==> src/rtl/ascon_hash_sequencer.sv <==
// ----------------------------------------------------------------------------
// ascon_hash_sequencer
//
// Drives a bit-serial, masked Ascon hash core on behalf of a host.
// A host message is captured in IDLE and then streamed MSB first into the
// core over MAX load cycles. Each load cycle also carries 10 fresh
// randomness bits from a 32-bit Galois LFSR. The sequencer then pulses the
// core start and waits for core ready, bounded by TIMEOUT cycles. After GAP
// idle cycles it reads L serial hash bits LSB first and presents the result
// to the host until the host accepts it.
//
// All outputs are registered. They are computed from the state being
// entered, so each output changes on the same edge as the state.
//
// Ports
//   clk              clock, all state updates on the rising edge
//   rst              synchronous active-high reset
//   msg_validxSI     host message valid
//   msg_dataxDI      host message, Y bits, sent MSB first
//   msg_readyxSO     sequencer can accept a message (IDLE)
//   hash_validxSO    hash result valid (HOLD)
//   hash_dataxDO     hash result, L bits
//   hash_readyxSI    host accepts the hash
//   busyxSO          sequencer is not in IDLE
//   errorxSO         sticky core-timeout flag, cleared by the next accept
//   core_messagexSO  [0] message bit, [2:1] randomness
//   core_r64xSO      core randomness
//   core_rfaultxSO   core fault randomness
//   core_startxSO    core start, high for START_CYC cycles
//   core_hashxSI     serial hash bit from the core
//   core_readyxSI    core done, only looked at while waiting
// ----------------------------------------------------------------------------
module ascon_hash_sequencer #(
   parameter int          Y         = 80,
   parameter int          L         = 256,
   parameter int          MAX       = 256,
   parameter int          GAP       = 4,
   parameter int          START_CYC = 3,
   parameter int          TIMEOUT   = 4095,
   parameter logic [31:0] SEED      = 32'hACE1_0001
) (
   input  logic         clk,
   input  logic         rst,
   input  logic         msg_validxSI,
   input  logic [Y-1:0] msg_dataxDI,
   output logic         msg_readyxSO,
   output logic         hash_validxSO,
   output logic [L-1:0] hash_dataxDO,
   input  logic         hash_readyxSI,
   output logic         busyxSO,
   output logic         errorxSO,
   output logic [2:0]   core_messagexSO,
   output logic [6:0]   core_r64xSO,
   output logic         core_rfaultxSO,
   output logic         core_startxSO,
   input  logic         core_hashxSI,
   input  logic         core_readyxSI
);

   // A single counter serves every timed state, so it is sized for the
   // longest of them and never wraps.
   localparam int TOP1 = (MAX > L) ? MAX : L;
   localparam int TOP2 = (TOP1 > TIMEOUT) ? TOP1 : TIMEOUT;
   localparam int TOP3 = (TOP2 > GAP) ? TOP2 : GAP;
   localparam int TOP4 = (TOP3 > START_CYC) ? TOP3 : START_CYC;
   localparam int CW   = $clog2(TOP4 + 1);

   typedef logic [CW-1:0] cnt_t;

   localparam cnt_t LOAD_LAST  = cnt_t'(MAX - 1);
   localparam cnt_t START_LAST = cnt_t'(START_CYC - 1);
   localparam cnt_t WAIT_LAST  = cnt_t'(TIMEOUT - 1);
   localparam cnt_t GAP_LAST   = cnt_t'((GAP > 0) ? GAP - 1 : 0);
   localparam cnt_t READ_LAST  = cnt_t'(L - 1);

   typedef enum logic [2:0] {
      S_IDLE,
      S_LOAD,
      S_START,
      S_WAIT,
      S_GAP,
      S_READ,
      S_HOLD
   } state_t;

   state_t        state;
   state_t        state_n;
   cnt_t          cnt;
   cnt_t          cnt_n;
   logic          accept;
   logic          timeout;
   logic [31:0]   lfsr;
   logic [31:0]   lfsr_n;
   logic [Y-1:0]  msg_sh;

   // Galois LFSR, polynomial x^32 + x^22 + x^2 + x + 1, shifting right.
   function automatic logic [31:0] lfsr_step(input logic [31:0] s);
      logic [31:0] n;
      n = {1'b0, s[31:1]};
      if (s[0]) begin
         n = n ^ 32'h8020_0003;
      end
      return n;
   endfunction

   assign lfsr_n = lfsr_step(lfsr);

   always_comb begin
      state_n = state;
      cnt_n   = cnt;
      accept  = 1'b0;
      timeout = 1'b0;
      case (state)
         S_IDLE: begin
            if (msg_validxSI && msg_readyxSO) begin
               accept  = 1'b1;
               cnt_n   = '0;
               state_n = S_LOAD;
            end
         end
         S_LOAD: begin
            if (cnt == LOAD_LAST) begin
               cnt_n   = '0;
               state_n = S_START;
            end else begin
               cnt_n = cnt + cnt_t'(1);
            end
         end
         S_START: begin
            if (cnt == START_LAST) begin
               cnt_n   = '0;
               state_n = S_WAIT;
            end else begin
               cnt_n = cnt + cnt_t'(1);
            end
         end
         S_WAIT: begin
            // Ready on the last allowed cycle still counts as success.
            if (core_readyxSI) begin
               cnt_n   = '0;
               state_n = (GAP == 0) ? S_READ : S_GAP;
            end else if (cnt == WAIT_LAST) begin
               timeout = 1'b1;
               cnt_n   = '0;
               state_n = S_IDLE;
            end else begin
               cnt_n = cnt + cnt_t'(1);
            end
         end
         S_GAP: begin
            if (cnt == GAP_LAST) begin
               cnt_n   = '0;
               state_n = S_READ;
            end else begin
               cnt_n = cnt + cnt_t'(1);
            end
         end
         S_READ: begin
            if (cnt == READ_LAST) begin
               cnt_n   = '0;
               state_n = S_HOLD;
            end else begin
               cnt_n = cnt + cnt_t'(1);
            end
         end
         S_HOLD: begin
            if (hash_readyxSI) begin
               state_n = S_IDLE;
            end
         end
         default: begin
            cnt_n   = '0;
            state_n = S_IDLE;
         end
      endcase
   end

   // Message shift register holds the bits still to be sent. Zeros shift in
   // behind the message, which pads the load window past Y.
   always_ff @(posedge clk) begin
      if (accept) begin
         msg_sh <= msg_dataxDI << 1;
      end else if (state == S_LOAD) begin
         msg_sh <= msg_sh << 1;
      end
   end

   always_ff @(posedge clk) begin
      if (rst) begin
         state           <= S_IDLE;
         cnt             <= '0;
         lfsr            <= SEED;
         msg_readyxSO    <= 1'b0;
         busyxSO         <= 1'b0;
         errorxSO        <= 1'b0;
         hash_validxSO   <= 1'b0;
         hash_dataxDO    <= '0;
         core_messagexSO <= '0;
         core_r64xSO     <= '0;
         core_rfaultxSO  <= 1'b0;
         core_startxSO   <= 1'b0;
      end else begin
         state         <= state_n;
         cnt           <= cnt_n;
         msg_readyxSO  <= (state_n == S_IDLE);
         busyxSO       <= (state_n != S_IDLE);
         core_startxSO <= (state_n == S_START);
         hash_validxSO <= (state_n == S_HOLD);

         if (accept) begin
            errorxSO <= 1'b0;
         end else if (timeout) begin
            errorxSO <= 1'b1;
         end

         // The LFSR only moves in load cycles, so every load cycle gets new
         // randomness and the sequence is reproducible from SEED.
         if (state_n == S_LOAD) begin
            lfsr <= lfsr_n;
            {core_rfaultxSO, core_r64xSO, core_messagexSO[2:1]} <= lfsr_n[9:0];
            core_messagexSO[0] <= accept ? msg_dataxDI[Y-1] : msg_sh[Y-1];
         end else begin
            core_messagexSO <= '0;
            core_r64xSO     <= '0;
            core_rfaultxSO  <= 1'b0;
         end

         // The first bit read ends up in bit 0 after L right shifts.
         if (state == S_READ) begin
            hash_dataxDO <= {core_hashxSI, hash_dataxDO[L-1:1]};
         end
      end
   end

endmodule

==> config.mk <==
export PLATFORM = sky130hd
export DESIGN_NAME = ascon_hash_sequencer
export DESIGN_NICKNAME = d
export VERILOG_FILES = /design/src/rtl/ascon_hash_sequencer.sv
export SDC_FILE = /design/constraint.sdc
export NUM_CORES = 1
export LEC_CHECK = 0
export ABC_CLOCK_PERIOD_IN_PS = 8500
export CORE_UTILIZATION = 45
export DETAILED_ROUTE_END_ITERATION = 7
export PLACE_DENSITY = 0.84
export SETUP_SLACK_MARGIN = 0.05
export SLEW_MARGIN = 20
export SYNTH_ARGS = -nofsm -noshare
export SYNTH_HDL_FRONTEND = slang
export SYNTH_SLANG_ARGS = --single-unit
==> constraint.sdc <==
create_clock -name clk -period 8.5 [get_ports clk]
set_input_delay 2.125 -clock clk [delete_from_list [all_inputs] [get_ports clk]]
set_output_delay 2.125 -clock clk [all_outputs]
set_load 0.01 [all_outputs]
==> flow_metrics.env, run 1 <==
export IMPL_num_vias=11770
export IMPL_cp_start_kind="input pin"
export IMPL_outcome="finished, final reports clean"
export IMPL_top_usage_layer="met2"
export IMPL_dieWidth_um=182.3
export IMPL_gp_congestion=0.8065
export IMPL_rows=65
export IMPL_ys_ff_latch=398
export IMPL_synth_cell_types=43
export IMPL_cts_clk_slew_worst_paths_ps=60
export IMPL_grt_first_pass_wirelength_um=58250
export IMPL_drv_slew=0
export IMPL_use_met3_pct=5.089
export IMPL_clock_skew_final_ps=19.29
export IMPL_tightest_slew_ps=1058
export IMPL_drc=0
export IMPL_layout_drive_gt1_share_pct=8.744
export IMPL_met2_usage_pct=37.23
export IMPL_max_freq_mhz=223.2
export IMPL_start_util_pct=45.99
export IMPL_cts_max_path_buffers=3
export IMPL_post_dp_hpwl_um=23700
export IMPL_cts_inserted_buffers=42
export IMPL_max_slew_margin_rel_pct=29.45
export IMPL_antenna_found_initial=1
export IMPL_die_area_sq_mm=0.03323
export IMPL_grt_pass1_vias=11370
export IMPL_synth_warnings=0
export IMPL_ctsResizeCount=0
export IMPL_p_leak_nw=6.637
export IMPL_cellPowerDensity_mw_per_mm2=204.4
export IMPL_postCtsHoldBufs=0
export IMPL_fin_ws_ps=4019
export IMPL_drt_total_wl_um=36810
export IMPL_nNetsFinal=1942
export IMPL_insertion_delay_ps=530
export IMPL_cap_violations=0
export IMPL_grt_max_degree=257
export IMPL_cts_sinks=398
export IMPL_wire_per_inst_um=15.85
export IMPL_criticalPathCategory="input pin to flop"
export IMPL_critPathCaptureType="flop"
export IMPL_crit_fanout=84
export IMPL_hold_violations=0
export IMPL_ios=358
export IMPL_cts_setup_buffers=0
export IMPL_syn_num_nets=1644
export IMPL_cpPeakStageDelay_ps=780
export IMPL_hold_class="flop to flop"
export IMPL_cts_tree="built"
export IMPL_max_vdd_ir_drop_v=0.0001905
export IMPL_overflow=0
export IMPL_syn_avg_cell_area_sq_um=9.399
export IMPL_io_buffers=357
export IMPL_fin_crit_sh_pct=52.72
export IMPL_finalSetupViolCount=0
export IMPL_required_ps=8900
export IMPL_ys_flop_type="dfxtp_1"
export IMPL_synthArstFlopShare_pct=0
export IMPL_finalSetupTns_ps=0
export IMPL_cts_root_buf="clkbuf_16"
export IMPL_core_area_sq_mm=0.03180
export IMPL_die_y_um=182.3
export IMPL_grt_setup_unrepaired="false"
export IMPL_synth_edff_count=79
export IMPL_path_buf_inv=3
export IMPL_netlist_area_sq_mm=0.01463
export IMPL_netlist_instances=1556
export IMPL_yosysSeqAreaShare_pct=59.89
export IMPL_min_period_ps=4481
export IMPL_drtAntennaViolNets=0
export IMPL_critPathTopFamily="buffers and inverters"
export IMPL_drt_iter0_markers=778
export IMPL_synthToLayoutAreaGrowth_pct=35.79
export IMPL_groute_usage_overall_pct=21.53
export IMPL_cp_common_cell="buf_4"
export IMPL_met1_usage_pct=25.81
export IMPL_critPathArrivalTime_ps=4880
export IMPL_place_ws_ps=3294
export IMPL_firstDrtPassIters=7
export IMPL_viasPerCell=5.067
export IMPL_crit_slowest_cell="buf_4"
export IMPL_cp_cell_sequence="clkdlybuf4s50_1 -> nand2_1 -> nor4_2 -> buf_4 -> a211oi_1 -> or2_1 -> buf_4 -> mux2_2"
export IMPL_htreeDepth=2
==> kinds of logic after synthesis <==
kind of cell    count (synthesis)  share of synthesized area [%]
simple gates                  637                          17.85
flops                         398                          59.89
compound gates                280                          9.873
buf+inv                       115                          3.182
mux                           110                          8.204
xor+xnor                       14                         0.8384
fa+ha+maj                       2                         0.1711
==> power by group <==
part	internal, mW	switching (mW)
clock network	1.11	0.728
registers	2.00	0.0199
logic	0.106	0.0979
==> worst paths after layout <==
check | from | to | slack (ps) | depth (start not counted)
worst max-delay path | msg_validxSI | lfsr[1] | 4020 | 8
worst min-delay path | hash_dataxDO[212] | hash_dataxDO[211] | 460 | 2
worst max register to register | state[1] | hash_dataxDO[72] | 5550 | 5
worst min register to register | hash_dataxDO[212] | hash_dataxDO[211] | 460 | 2
==> sequential cells by signal, indices dropped and copies added, names as in the netlist <==
register,cells
core_startxSO,1
msg_readyxSO,1
lfsr,32
core_rfaultxSO,1
errorxSO,1
busyxSO,1
cnt,12
core_r64xSO,7
msg_sh,79
state,3
hash_validxSO,1
core_messagexSO,3
hash_dataxDO,256
==> layout make-up <==
type | instances | area [sq um]
Sequential cell | 398 | 8758
Timing Repair Buffer | 365 | 3682
Tap cell | 435 | 544.3
Clock inverter | 11 | 131.4
Clock buffer | 66 | 1294
Multi-Input combinational cell | 1043 | 5433
Inverter | 4 | 15.01
Antenna cell | 1 | 2.502
Fill cell | 2496 | 11940
==> stage by stage <==
step / total power [mW] / utilization (%) / hold slack, ps / area [sq um] / cells
floorplan: 2.191 / - / 449.5 / 14630 / 1556
global placement: 2.251 / 57.87 / 444.6 / 18400 / 2244
detailed placement: 2.261 / 57.87 / 458.9 / 18400 / 2244
CTS: 4.105 / 62.35 / 464.8 / 19830 / 2321
global route: 4.204 / 62.46 / 481.8 / 19860 / 2323
finish: 4.060 / 62.46 / 464.9 / 19860 / 2323
==> placed cells by master (no fill, tap or decap), types with 5 or more instances in the layout <==
master / Yosys / final
nor3_1: 13 / 13
a21oi_1: 264 / 264
buf_4: 0 / 5
clkdlybuf4s50_1: 0 / 356
clkbuf_8: 0 / 14
clkbuf_16: 0 / 43
nand2_1: 517 / 517
edfxtp_1: 79 / 79
dfxtp_1: 319 / 319
nand2b_1: 29 / 29
xor2_1: 6 / 6
mux2i_1: 31 / 31
xnor2_1: 8 / 8
nand3_1: 7 / 7
nor2_1: 37 / 35
mux2_2: 79 / 79
clkbuf_1: 99 / 9
==> metal layers <==
layer | vias to the layer above | share of wire [%]
met2 | 395 | 49
met3 | 82 | 6.5
met5 | - | 0
met4 | 0 | 3.6
met1 | 5528 | 40
li1 | 5765 | -
==> tightest hold or removal path: cells and delay by family, from the launching register on <==
kind             cells  cell delay, ps
AND/OR/NAND/NOR      1              60
AO/OA/AOI/OAI        1              50
flip-flops           1             320
==> cell usage after synthesis, types with 3 or more instances <==
library cell	n	share of area, %
nand2_1	517	13
dfxtp_1	319	44
a21oi_1	264	9.0
clkbuf_1	99	2.5
edfxtp_1	79	16
mux2_2	79	6.1
nor2_1	37	0.95
mux2i_1	31	2.1
nand2b_1	29	1.2
nor3_1	13	0.44
xnor2_1	8	0.48
nand3_1	7	0.24
xor2_1	6	0.36
buf_1	5	0.13
and2_1	4	0.17
buf_6	4	0.31
inv_1	4	0.10
nand3b_1	4	0.21
nor4_1	4	0.17
a211oi_1	3	0.15
a21o_1	3	0.15
and3_1	3	0.13
buf_2	3	0.10
nor2b_1	3	0.13
or4_1	3	0.15
(Power assumes the default switching activity.)
==> inputs of run 2 (changes only) <==
--- a/config.mk
+++ b/config.mk
@@ -5,10 +5,10 @@
 export SDC_FILE = /design/constraint.sdc
 export NUM_CORES = 1
 export LEC_CHECK = 0
-export ABC_CLOCK_PERIOD_IN_PS = 8500
-export CORE_UTILIZATION = 45
+export ABC_CLOCK_PERIOD_IN_PS = 4150
+export CORE_UTILIZATION = 49
 export DETAILED_ROUTE_END_ITERATION = 7
-export PLACE_DENSITY = 0.84
+export PLACE_DENSITY = 0.86
 export SETUP_SLACK_MARGIN = 0.05
 export SLEW_MARGIN = 20
 export SYNTH_ARGS = -nofsm -noshare
==> constraint.sdc (replaced) <==
create_clock -name clk -period 4.15 [get_ports clk]
set_input_delay 1.0375 -clock clk [delete_from_list [all_inputs] [get_ports clk]]
set_output_delay 1.0375 -clock clk [all_outputs]
set_load 0.01 [all_outputs]
==> run 2 against run 1 <==
Routed wire length down 1.4%. Critical path depth decreased by 3. Non-clock buffer count up 6. Sequential power rose by 100%. Via count hardly changed. Setup slack worse by 2700 ps. Combinational power grew 110%. Clock skew down 6.2 ps. First-iteration DRC count up 8.5%. Power is 97% higher. Critical endpoint is now msg_sh[44].
==> flow_metrics.env, run 2 (same netlist as run 1, synthesis figures left out) <==
export IMPL_outcome="finished, final reports clean"
export IMPL_cp_cell_sequence="clkdlybuf4s50_1 -> nand2_1 -> nor4_2 -> buf_4 -> mux2_2"
export IMPL_drt_total_wl_um=36280
export IMPL_cts_root_buf="clkbuf_16"
export IMPL_tightest_slew_ps=1095
export IMPL_rows=62
export IMPL_ctsResizeCount=0
export IMPL_core_area_sq_mm=0.02901
export IMPL_die_y_um=174.8
export IMPL_io_buffers=357
export IMPL_die_area_sq_mm=0.03054
export IMPL_cts_clk_slew_worst_paths_ps=60
export IMPL_reg2reg_depth=6
export IMPL_finalSetupTns_ps=0
export IMPL_post_dp_hpwl_um=23890
export IMPL_dieWidth_um=174.8
export IMPL_drtAntennaViolNets=0
export IMPL_finalSetupViolCount=0
export IMPL_fin_ws_ps=1352
export IMPL_drc=0
export IMPL_path_buf_inv=2
export IMPL_r2r_setup_slack_ps=1600
export IMPL_hold_class="flop to flop"
export IMPL_firstDrtPassIters=6
export IMPL_multi_input_area_sq_mm=0.005430
export IMPL_synthToLayoutAreaGrowth_pct=34.59
export IMPL_clock_skew_final_ps=13.06
export IMPL_grt_pass1_vias=11350
export IMPL_crit_fanout=52
export IMPL_max_vdd_ir_drop_v=0.0003074
export IMPL_critPathTopFamily="buffers and inverters"
export IMPL_reg2reg_from="cnt[2]"
export IMPL_cts_tree="built"
export IMPL_postCtsHoldBufs=0
export IMPL_wire_per_inst_um=16.00
export IMPL_drv_slew=0
export IMPL_nNetsFinal=1947
export IMPL_postLayoutCoreUtil_pct=67.85
export IMPL_drt_iter0_markers=844
export IMPL_cts_max_path_buffers=3
export IMPL_required_ps=4400
export IMPL_crit_slowest_cell="buf_4"
export IMPL_insertion_delay_ps=510
export IMPL_fin_crit_sh_pct=67.41
export IMPL_criticalPathCategory="input pin to flop"
export IMPL_critPathCaptureType="flop"
export IMPL_r2r_end="lfsr[1]"
export IMPL_fillers=2128
export IMPL_holdPathEnd="hash_dataxDO[142]"
export IMPL_cp_start_kind="input pin"
export IMPL_top_regs="hash_dataxDO x256, msg_sh x79, lfsr x32"
export IMPL_max_freq_mhz=357.5
export IMPL_min_delay_path_depth=2
export IMPL_antenna_found_initial=2
export IMPL_cap_violations=0
export IMPL_overflow=0
export IMPL_largest_register_ffs=256
export IMPL_p_leak_nw=6.583
export IMPL_critPathArrivalTime_ps=3050
export IMPL_place_ws_ps=840.8
export IMPL_grt_first_pass_wirelength_um=57470
export IMPL_layout_drive_gt1_share_pct=8.395
export IMPL_min_period_ps=2798
export IMPL_groute_usage_overall_pct=23.11
export IMPL_max_slew_margin_rel_pct=26.98
export IMPL_ios=358
export IMPL_largest_register="hash_dataxDO"
export IMPL_num_vias=11780
export IMPL_gp_congestion=0.8404
export IMPL_cts_setup_buffers=0
export IMPL_cts_inserted_buffers=41
export IMPL_hold_violations=0
export IMPL_grt_setup_unrepaired="false"
export IMPL_viasPerCell=5.193
export IMPL_htreeDepth=2
export IMPL_grt_max_degree=180
export IMPL_min_from="hash_dataxDO[143]"
export IMPL_cpPeakStageDelay_ps=600
export IMPL_cellPowerDensity_mw_per_mm2=405.7
export IMPL_final_cell_mix="nand2_1 (517), clkdlybuf4s50_1 (356), dfxtp_1 (319)"
export IMPL_cts_sinks=398
export IMPL_regArea_sq_mm=0.008758
export IMPL_start_util_pct=50.41
export IMPL_layout_commonest_cell="nand2_1"
run 2: where the power goes:
group	total, mW	switching, mW	internal (mW)
sequential	4.13	0.0412	4.09
combinational	0.423	0.200	0.222
clock	3.43	1.42	2.01
total	7.99	1.66	6.32
run 2: cell type report:
class	instances	area share, %
Sequential cell	398	44.50
Multi-Input combinational cell	1043	27.59
Timing Repair Buffer	371	19.09
Clock buffer	53	5.695
Tap cell	384	2.441
Clock inverter	13	0.5912
Inverter	4	0.07628
Antenna cell	2	0.02543
run 2: tightest hold or removal path, stage by stage (launching register included):
cell     delay, ps
dfxtp_1        310
nand2_1         60
a21oi_1         50
run 2: through the flow:
step / instances / hold WS, ps / power [mW] / instance area, sq um
2_1_floorplan: 1556 / 449.5 / 4.485 / 14640
3_3_place_gp: 2200 / 445.6 / 4.615 / 18440
3_5_place_dp: 2200 / 459.0 / 4.634 / 18440
4_1_cts: 2266 / 462.9 / 8.066 / 19680
5_1_grt: 2268 / 477.5 / 8.249 / 19680
6_report: 2268 / 462.7 / 7.986 / 19680
run 2: worst max path at each step:
| stage | slack (ps) | endpoint | from | cells after the start |
|---|---|---|---|---|
| 2_1_floorplan | 490 | msg_sh[10] | msg_validxSI | 2 |
| 3_3_place_gp | 900 | msg_sh[40] | msg_validxSI | 5 |
| 3_5_place_dp | 840 | msg_sh[32] | msg_validxSI | 5 |
| 4_1_cts | 1370 | msg_sh[44] | msg_validxSI | 5 |
| 5_1_grt | 1240 | msg_sh[28] | msg_validxSI | 5 |
| 6_report | 1350 | msg_sh[44] | msg_validxSI | 5 |
run 2: metal layers:
metal	routed length, um	vias to the layer above	share of wire, %	global-route usage, %
li1	-	5774	-	-
met4	1561	0	4.3	10.40
met1	14370	5487	40	27.08
met3	2623	99	7.2	6.201
met2	17730	417	49	39.50
met5	0	-	0	0
